==> src/rtl/uart_pkg.sv <==
// Shared UART definitions: receiver/transmitter state encoding and parity modes.
package uart_pkg;

  typedef enum logic [2:0] {
    ST_IDLE   = 3'd0,
    ST_START  = 3'd1,
    ST_DATA   = 3'd2,
    ST_PARITY = 3'd3,
    ST_STOP   = 3'd4
  } uart_state_e;

  localparam logic [1:0] NONE = 2'd0;
  localparam logic [1:0] ODD  = 2'd1;
  localparam logic [1:0] EVEN = 2'd2;

  // Parity bit that makes the frame correct, given the XOR of the data bits.
  function automatic logic parity_bit(input logic [1:0] mode, input logic data_xor);
    return (mode == ODD) ? ~data_xor : data_xor;
  endfunction

endpackage

==> src/rtl/rx_sync.sv <==
// Two-flop synchronizer for the asynchronous serial line; resets to idle-high.
module rx_sync (
  input  logic clk_i,
  input  logic rst_ni,
  input  logic d_i,
  output logic q_o
);

  logic meta_q;
  logic sync_q;

  always_ff @(posedge clk_i or negedge rst_ni) begin
    if (!rst_ni) begin
      meta_q <= 1'b1;
      sync_q <= 1'b1;
    end else begin
      meta_q <= d_i;
      sync_q <= meta_q;
    end
  end

  assign q_o = sync_q;

endmodule

==> src/rtl/rx.sv <==
// Oversampling UART receiver: start-edge detect, mid-bit sampling, parity and
// stop-bit checking, one-cycle rx_done with data and error flags.
module rx
  import uart_pkg::*;
#(
  parameter int WIDTH      = 8,
  parameter int stop_bit   = 2,
  parameter int test       = 2,
  parameter int OVERSAMPLE = 16
) (
  input  logic             rx_clk,
  input  logic             rx_rst_n,
  input  logic             rx_data_in,
  output logic [WIDTH-1:0] rx_data,
  output logic             rx_done,
  output logic             rx_parity_err,
  output logic             rx_frame_err,
  output logic [2:0]       rx_state_o
);

  localparam int CW = $clog2(OVERSAMPLE);
  localparam int BW = $clog2(WIDTH + 1);
  localparam logic [CW-1:0] HALF      = CW'(OVERSAMPLE / 2 - 1);
  localparam logic [CW-1:0] FULL      = CW'(OVERSAMPLE - 1);
  localparam logic [BW-1:0] LAST_DATA = BW'(WIDTH - 1);
  localparam logic [BW-1:0] LAST_STOP = BW'(stop_bit - 1);
  localparam logic [1:0]    MODE      = 2'(test);
  localparam logic          HAS_PAR   = (MODE == ODD) || (MODE == EVEN);

  logic             line;
  logic             line_prev_q;
  uart_state_e      state_q;
  logic [CW-1:0]    samp_q;
  logic [BW-1:0]    bit_q;
  logic [WIDTH-1:0] shift_q;
  logic             par_err_q;
  logic             frm_err_q;
  logic [WIDTH-1:0] data_q;
  logic             done_q;
  logic             pe_q;
  logic             fe_q;

  rx_sync u_sync (
    .clk_i  (rx_clk),
    .rst_ni (rx_rst_n),
    .d_i    (rx_data_in),
    .q_o    (line)
  );

  always_ff @(posedge rx_clk or negedge rx_rst_n) begin
    if (!rx_rst_n) begin
      line_prev_q <= 1'b1;
      state_q     <= ST_IDLE;
      samp_q      <= '0;
      bit_q       <= '0;
      shift_q     <= '0;
      par_err_q   <= 1'b0;
      frm_err_q   <= 1'b0;
      data_q      <= '0;
      done_q      <= 1'b0;
      pe_q        <= 1'b0;
      fe_q        <= 1'b0;
    end else begin
      line_prev_q <= line;
      done_q      <= 1'b0;
      case (state_q)
        // A falling edge needs a high sample first, so a stuck-low line never re-arms.
        ST_IDLE: begin
          if (line_prev_q && !line) begin
            state_q <= ST_START;
            samp_q  <= '0;
          end
        end
        ST_START: begin
          if (samp_q == HALF) begin
            samp_q <= '0;
            if (!line) begin
              state_q   <= ST_DATA;
              bit_q     <= '0;
              par_err_q <= 1'b0;
              frm_err_q <= 1'b0;
            end else begin
              state_q <= ST_IDLE;
            end
          end else begin
            samp_q <= samp_q + 1'b1;
          end
        end
        ST_DATA: begin
          if (samp_q == FULL) begin
            samp_q  <= '0;
            shift_q <= {line, shift_q[WIDTH-1:1]};
            if (bit_q == LAST_DATA) begin
              bit_q   <= '0;
              state_q <= HAS_PAR ? ST_PARITY : ST_STOP;
            end else begin
              bit_q <= bit_q + 1'b1;
            end
          end else begin
            samp_q <= samp_q + 1'b1;
          end
        end
        ST_PARITY: begin
          if (samp_q == FULL) begin
            samp_q    <= '0;
            par_err_q <= (line != parity_bit(MODE, ^shift_q));
            state_q   <= ST_STOP;
          end else begin
            samp_q <= samp_q + 1'b1;
          end
        end
        ST_STOP: begin
          if (samp_q == FULL) begin
            samp_q    <= '0;
            frm_err_q <= frm_err_q | ~line;
            if (bit_q == LAST_STOP) begin
              // Back to IDLE at the stop centre so a gapless next start is caught.
              state_q <= ST_IDLE;
              bit_q   <= '0;
              done_q  <= 1'b1;
              data_q  <= shift_q;
              pe_q    <= par_err_q;
              fe_q    <= frm_err_q | ~line;
            end else begin
              bit_q <= bit_q + 1'b1;
            end
          end else begin
            samp_q <= samp_q + 1'b1;
          end
        end
        default: state_q <= ST_IDLE;
      endcase
    end
  end

  assign rx_data       = data_q;
  assign rx_done       = done_q;
  assign rx_parity_err = pe_q;
  assign rx_frame_err  = fe_q;
  assign rx_state_o    = state_q;

endmodule

==> config.mk <==
export PLATFORM = sky130hd
export DESIGN_NAME = rx
export DESIGN_NICKNAME = d
export VERILOG_FILES = /design/src/rtl/uart_pkg.sv /design/src/rtl/rx_sync.sv /design/src/rtl/rx.sv
export SDC_FILE = /design/constraint.sdc
export NUM_CORES = 1
export LEC_CHECK = 0
export BUFFER_PORTS_ARGS = -buffer_cell sky130_fd_sc_hd__buf_2
export CAP_MARGIN = 10
export CORE_ASPECT_RATIO = 0.9
export CORE_MARGIN = 4
export CORE_UTILIZATION = 35
export CTS_CLUSTER_SIZE = 12
export DETAILED_ROUTE_END_ITERATION = 8
export HOLD_SLACK_MARGIN = 0.08
export PLACE_DENSITY = 0.57
export SETUP_SLACK_MARGIN = 0.15
export SYNTH_ARGS = -nofsm -noshare
export SYNTH_HDL_FRONTEND = slang
export SYNTH_SLANG_ARGS = --single-unit
==> constraint.sdc <==
create_clock -name rx_clk -period 2.2 [get_ports rx_clk]
set_input_delay 0.22 -clock rx_clk [delete_from_list [all_inputs] [get_ports rx_clk]]
set_output_delay 0.22 -clock rx_clk [all_outputs]
set_load 0.02 [all_outputs]
# Word level (Yosys, flattened, before mapping)

Index checks and enable logic that the tools add are counted.

Register bits after elaboration: 35
Latch bits: 0
Memory bits (writable): 0
ROM bits: 0
Bits of input ports: 3
Output and inout bits: 14
Logic and storage cells: 79
Memories: 0

$add $sub $neg: 2
Multipliers: 0
Divide/modulo/power cells: 0
$lt $le $gt $ge: 0
Eq/ne operators: 17
Shift-type cells: 0
Muxes and demuxes: 29
Bitwise gates (word level): 2
Reductions and logical operators: 16

Operators by type and width:

| kind                  | number |
|---|---|
| $mux W4               | 9 |
| $pmux W4 S3           | 2 |
| $mux W3               | 7 |
| $ne A2 B2 Y1 const B  | 8 |
| $pmux W3 S5           | 1 |
| $add A4 B1 Y4 const B | 2 |
| $eq A4 B3 Y1 const B  | 2 |
| $reduce_and A4 Y1     | 2 |
| $reduce_xor A8 Y1     | 1 |
| $mux W1               | 7 |
| $reduce_and A7 Y1     | 1 |
| $eq A3 B2 Y1 const B  | 2 |
| $reduce_bool A3 Y1    | 2 |
| $reduce_and A5 Y1     | 1 |
| $eq A4 B1 Y1 const B  | 1 |
| $eq A4 B4 Y1 const B  | 1 |
| $pmux W1 S2           | 2 |
| $reduce_and A2 Y1     | 2 |
| $reduce_bool A2 Y1    | 2 |
| $eq A3 B1 Y1 const B  | 1 |
| $eq A3 B3 Y1 const B  | 1 |
| $logic_not A3 Y1      | 1 |
| $reduce_and A3 Y1     | 1 |
| $reduce_or A3 Y1      | 1 |
| 6 further kinds       | 6 |

# Longest topological paths before layout

Depth in word-level cells: 4
Gate-level depth with buffers: 8
Depth with buffers taken out: 7

# Cells and area by module

From an unflattened synthesis, not the netlist that was laid out.

Cell total of the unflattened synthesis: 157
Area, all modules: 1741.7 µm²

Modules (own cells, without submodules):

| module  | times used | cells each | area an instance (µm²) | seq. area each (µm²) |
|---|---|---|---|---|
| rx      | 1          | 155        | 1689.1                 | 827.0 |
| rx_sync | 1          | 2          | 52.6                   | 52.6 |

# Least setup slack after synthesis

Ideal clock, no wire load.

Path kind: flip-flop to flip-flop
From: register bit_q[1]
To: register data_q[7] (netlist: rx_data[7])
Setup time: 0.125 ns
Data arrival time: 1.625 ns
Data required time: 2.075 ns
Slack: 0.450 ns
Stages on the path, launching flop included: 8
Path buffers: 1
Period minus slack after synthesis: 1.750 ns
Cell sequence: dfrtp_1 -> inv_1 -> ha_1 -> or3b_4 -> nor2_1 -> nand3_2 -> buf_6 -> mux2_4

Longest elaborated chain between the ends: 2

Ends and longest elaborated chain:

| element                            | line      | RTL |
|---|---|---|
| from (decl)                        | rx.sv:34  | `logic [BW-1:0] bit_q;` |
| from (signal assigned)             | rx.sv:97  | `bit_q <= bit_q + 1'b1;` |
| from (signal assigned)             | rx.sv:125 | `bit_q <= bit_q + 1'b1;` |
| $eq A4 B1 Y1                       | rx.sv:116 | `if (bit_q == LAST_STOP) begin` |
| $reduce_and A3 Y1 (no source line) | --        |  |
| to (signal assigned)               | rx.sv:121 | `data_q <= shift_q;` |
| to (decl)                          | rx.sv:38  | `logic [WIDTH-1:0] data_q;` |

No other way between the ends.
A chain may end at the register's enable or synchronous reset.

# Final worst setup path

From: register samp_q[1]
To: register shift_q[1]

Longest elaborated chain between the ends: 2

Ends and longest elaborated chain:

| element                            | line      | RTL |
|---|---|---|
| from (decl)                        | rx.sv:33  | `logic [CW-1:0] samp_q;` |
| from (signal assigned)             | rx.sv:86  | `samp_q <= samp_q + 1'b1;` |
| from (signal assigned)             | rx.sv:100 | `samp_q <= samp_q + 1'b1;` |
| from (signal assigned)             | rx.sv:109 | `samp_q <= samp_q + 1'b1;` |
| $eq A4 B4 Y1                       | rx.sv:90  | `if (samp_q == FULL) begin` |
| $reduce_and A2 Y1 (no source line) | --        |  |
| to (signal assigned)               | rx.sv:92  | `shift_q <= {line, shift_q[WIDTH-1:1]};` |
| to (decl)                          | rx.sv:35  | `logic [WIDTH-1:0] shift_q;` |

No other way between the ends.

==> impl_metrics.json <==
{
  "setup_viol": 0,
  "cts.sink_count": 35,
  "worstPathCellList": "ha_1 -> and3_1 -> nand2_1 -> nor2_2 -> mux2_2",
  "final_net_count": 181,
  "grtUsageTotal_pct": 12.4,
  "crit_path_end_kind": "register",
  "area_delta_synth_final_pct": 15.4,
  "cap_violations": 0,
  "htree_levels": 2,
  "die_area_mm2": 0.00615,
  "synth_xor_area_share_pct": 4.55,
  "muxShareOfSynthArea_pct": 11.8,
  "fillCellCount": 489,
  "synth_seq_cells": 35,
  "synth_top_area_cell": "dfrtp_1",
  "wirelength_um": 3190,
  "die_y_um": 74.8,
  "hp-class": "register to register",
  "max_freq_mhz": 533,
  "cellPowerDensity_mw_per_mm2": 945,
  "critPathLaunchType": "register",
  "finalCritPeriodShare_pct": 85.2,
  "drc": 0,
  "critPathSlowestCell": "dfrtp_1",
  "rsz0062_at_grt": "no",
  "setup_tns_ns": 0,
  "gr-total-overflow": 0,
  "cts_buffer_depth": 2,
  "final_area_mm2": 0.00200,
  "clkTransAtPathRegs_ns": 0.07,
  "r2r_start": "samp_q[1]$_DFFE_PN0P_",
  "detail-route-antenna-nets": 0,
  "antenna_found_initial": 0,
  "critPathKind": "register to register",
  "num_vias": 1180,
  "synthesis.nets": 160,
  "rows": 24,
  "relSlewSlack_pct": 49.2,
  "synth_edf_count": 0,
  "root_buffer": "clkbuf_8",
  "min_period_ns": 1.88,
  "worstSkewPairLatency_ns": 0.29,
  "vdd_drop_max_mv": 0.373,
  "hold_end": "u_sync.q_o$_DFF_PN1_",
  "routedWlPerCell_um": 13.2,
  "grt_pass1_wl_um": 5730,
  "synth_top_family_by_area": "simple AND/OR/NAND/NOR gates",
  "synthFlopType": "dfrtp_1",
  "grt_pass1_vias": 1234,
  "synthAdderAreaFrac_pct": 2.16,
  "worstPathArrival_ns": 2.05,
  "globalplace.congestion": 0.860,
  "yosys.area_share.simple_pct": 15.2,
  "syn_area_mm2": 0.00173,
  "synth_cell_types": 45,
  "final_util_pct": 41.6,
  "synth_compound_area_share_pct": 11.8,
  "reg2reg_to": "shift_q[1]$_DFFE_PN0P_",
  "cts_setup_buffers": 0,
  "synthArstFlopShare_pct": 100,
  "preCtsSetupSlack_ns": 0.265,
  "hpwl_um": 2210,
  "cts_tree": "built",
  "ios": 17,
  "ys_warn_count": 0,
  "dr.pass1.iters": 4,
  "initial_core_util_pct": 36.1,
  "status": "finished, final reports clean",
  "postSynthAreaPerCell_um2": 11.3,
  "synthTopCellsByArea": "dfrtp_1 46%, mux2_2 10%, dfstp_2 4.5%, xnor2_1 3.5%, o21ai_0 2.9%",
  "place_area_mm2": 0.00186,
  "postSynthCellCount": 154,
  "final_max_slew_viol_count": 0,
  "drt_iter0_drc": 66,
  "synth_top_area_share_pct": 46.2,
  "grt_max_degree": 36,
  "slowest_delay_ns": 0.40,
  "cts-buffers-inserted": 5,
  "reg2reg_slack_ns": 0.32,
  "vias_per_cell": 4.90,
  "leakagePower_nw": 0.948,
  "clock_skew_ns": 0.00405,
  "critPathRequiredTime_ns": 2.38,
  "fp.coreArea_mm2": 0.00480,
  "fin_ws_ns": 0.325,
  "synth-seq-area-share_pct": 50.7,
  "io_buffers": 16,
  "drive_gt1_share_pct": 31.8,
  "hold_path_depth": 0,
  "reg2regPathDepth": 5,
  "antenna_cells": 0,
  "min_from": "u_sync.meta_q$_DFF_PN1_",
  "path_max_fanout": 8,
  "die_x_um": 82.2,
  "worst_pin_slew_ns": 0.762,
  "finalHoldViolations": 0
}
## report_power, final
group | switching (mW) | internal, mW | leakage [nW]
logic | 0.247 | 0.217 | 0.433
registers | 0.129 | 0.720 | 0.464
clock network | 0.238 | 0.338 | 0.0514
## cells by family after synthesis
kind of cell / Yosys count
buffers and inverters: 11
adder cells (fa/ha/maj): 3
AND/OR/NAND/NOR: 48
flip-flops: 35
AO/OA/AOI/OAI: 30
XOR/XNOR: 9
multiplexers: 18
## layout by cell type (no fill, tap or decap), drive strengths merged, types with 2 or more instances in the layout
cell type	instances
nand3	7
nor3b	2
mux2	17
dlygate4sd3	2
a21oi	6
dfrtp	32
o31ai	2
and2b	3
ha	3
o21ai	11
buf	18
nor2	11
xnor2	7
nand2	12
clkbuf	6
a21o	2
nor3	5
a211oi	2
inv	5
xor2	2
dfstp	3
## state kept, by name, indices dropped and copies added, names as in the netlist
| name | cells |
|---|---|
| u_sync.q_o | 1 |
| samp_q | 4 |
| shift_q | 8 |
| rx_data | 8 |
| par_err_q | 1 |
| rx_parity_err | 1 |
| rx_state_o | 3 |
| frm_err_q | 1 |
| line_prev_q | 1 |
| bit_q | 4 |
| rx_frame_err | 1 |
| rx_done | 1 |
| u_sync.meta_q | 1 |
## cells in the mapped netlist (2+ instances only)
library cell	instances
o31ai_1	2
xnor2_1	7
nand2_1	12
a21oi_1	6
nor3b_1	2
inv_1	5
nor2_1	10
xor2_1	2
nor3_1	5
buf_6	3
a211oi_1	2
nand3_1	6
o21ai_0	10
dfrtp_1	32
mux2_2	16
dfstp_2	3
ha_1	3
## worst max path at each step
stage | end | slack, ns | start | cells past startpoint
after global routing | rx_data[7]$_DFFE_PN0P_ | 0.16 | bit_q[1]$_DFFE_PN0P_ | 6
after global placement | rx_data[7]$_DFFE_PN0P_ | 0.30 | bit_q[1]$_DFFE_PN0P_ | 6
after floorplan | rx_data[7]$_DFFE_PN0P_ | 0.45 | bit_q[1]$_DFFE_PN0P_ | 7
after detailed placement | rx_data[7]$_DFFE_PN0P_ | 0.26 | bit_q[1]$_DFFE_PN0P_ | 6
after CTS | rx_data[7]$_DFFE_PN0P_ | 0.25 | bit_q[1]$_DFFE_PN0P_ | 6
final | shift_q[1]$_DFFE_PN0P_ | 0.32 | samp_q[1]$_DFFE_PN0P_ | 5
## area by class of cell
type                    instances  area (um2)  area share, %
multi-input cells             108         796           39.8
clock buffers                   6        72.6           3.63
flip-flops and latches         35         880           44.0
well taps                      65        81.3           4.07
clock inverters                 2        37.5           1.88
repair buffers                 20         115           5.75
inverters                       5        18.8          0.938
## layer usage
| metal | wire length (um) | global-route usage [%] | vias up |
|---|---|---|---|
| met5 | 0 | 0 | - |
| met4 | 80 | 6.64 | 0 |
| met3 | 145 | 3.59 | 9 |
| met2 | 1450 | 19.0 | 24 |
| met1 | 1520 | 16.0 | 558 |
| li1 | - | - | 589 |
## per-stage QoR
step                power [mW]  hold WS (ns)  cells
finish                    1.89         0.357    241
CTS                       1.91         0.358    241
floorplan                 1.23       -0.0756    154
global route              2.03         0.363    241
detailed placement        1.32         0.326    231
global placement          1.31         0.326    231
## what timing repair did
action                                  CTS  global route
endpoints found under the hold margin    33             0
endpoints found under the setup margin    0             9
hold buffers                              2             0
resized for setup                         0             1
## critical path: cells and delay by family, from the launching register on
kind                       cells  cell delay, ns
adders and majority gates      1            0.26
DFF                            1            0.40
muxes                          1            0.39
and+or+nand+nor                3            0.71
(Power assumes the default switching activity.)
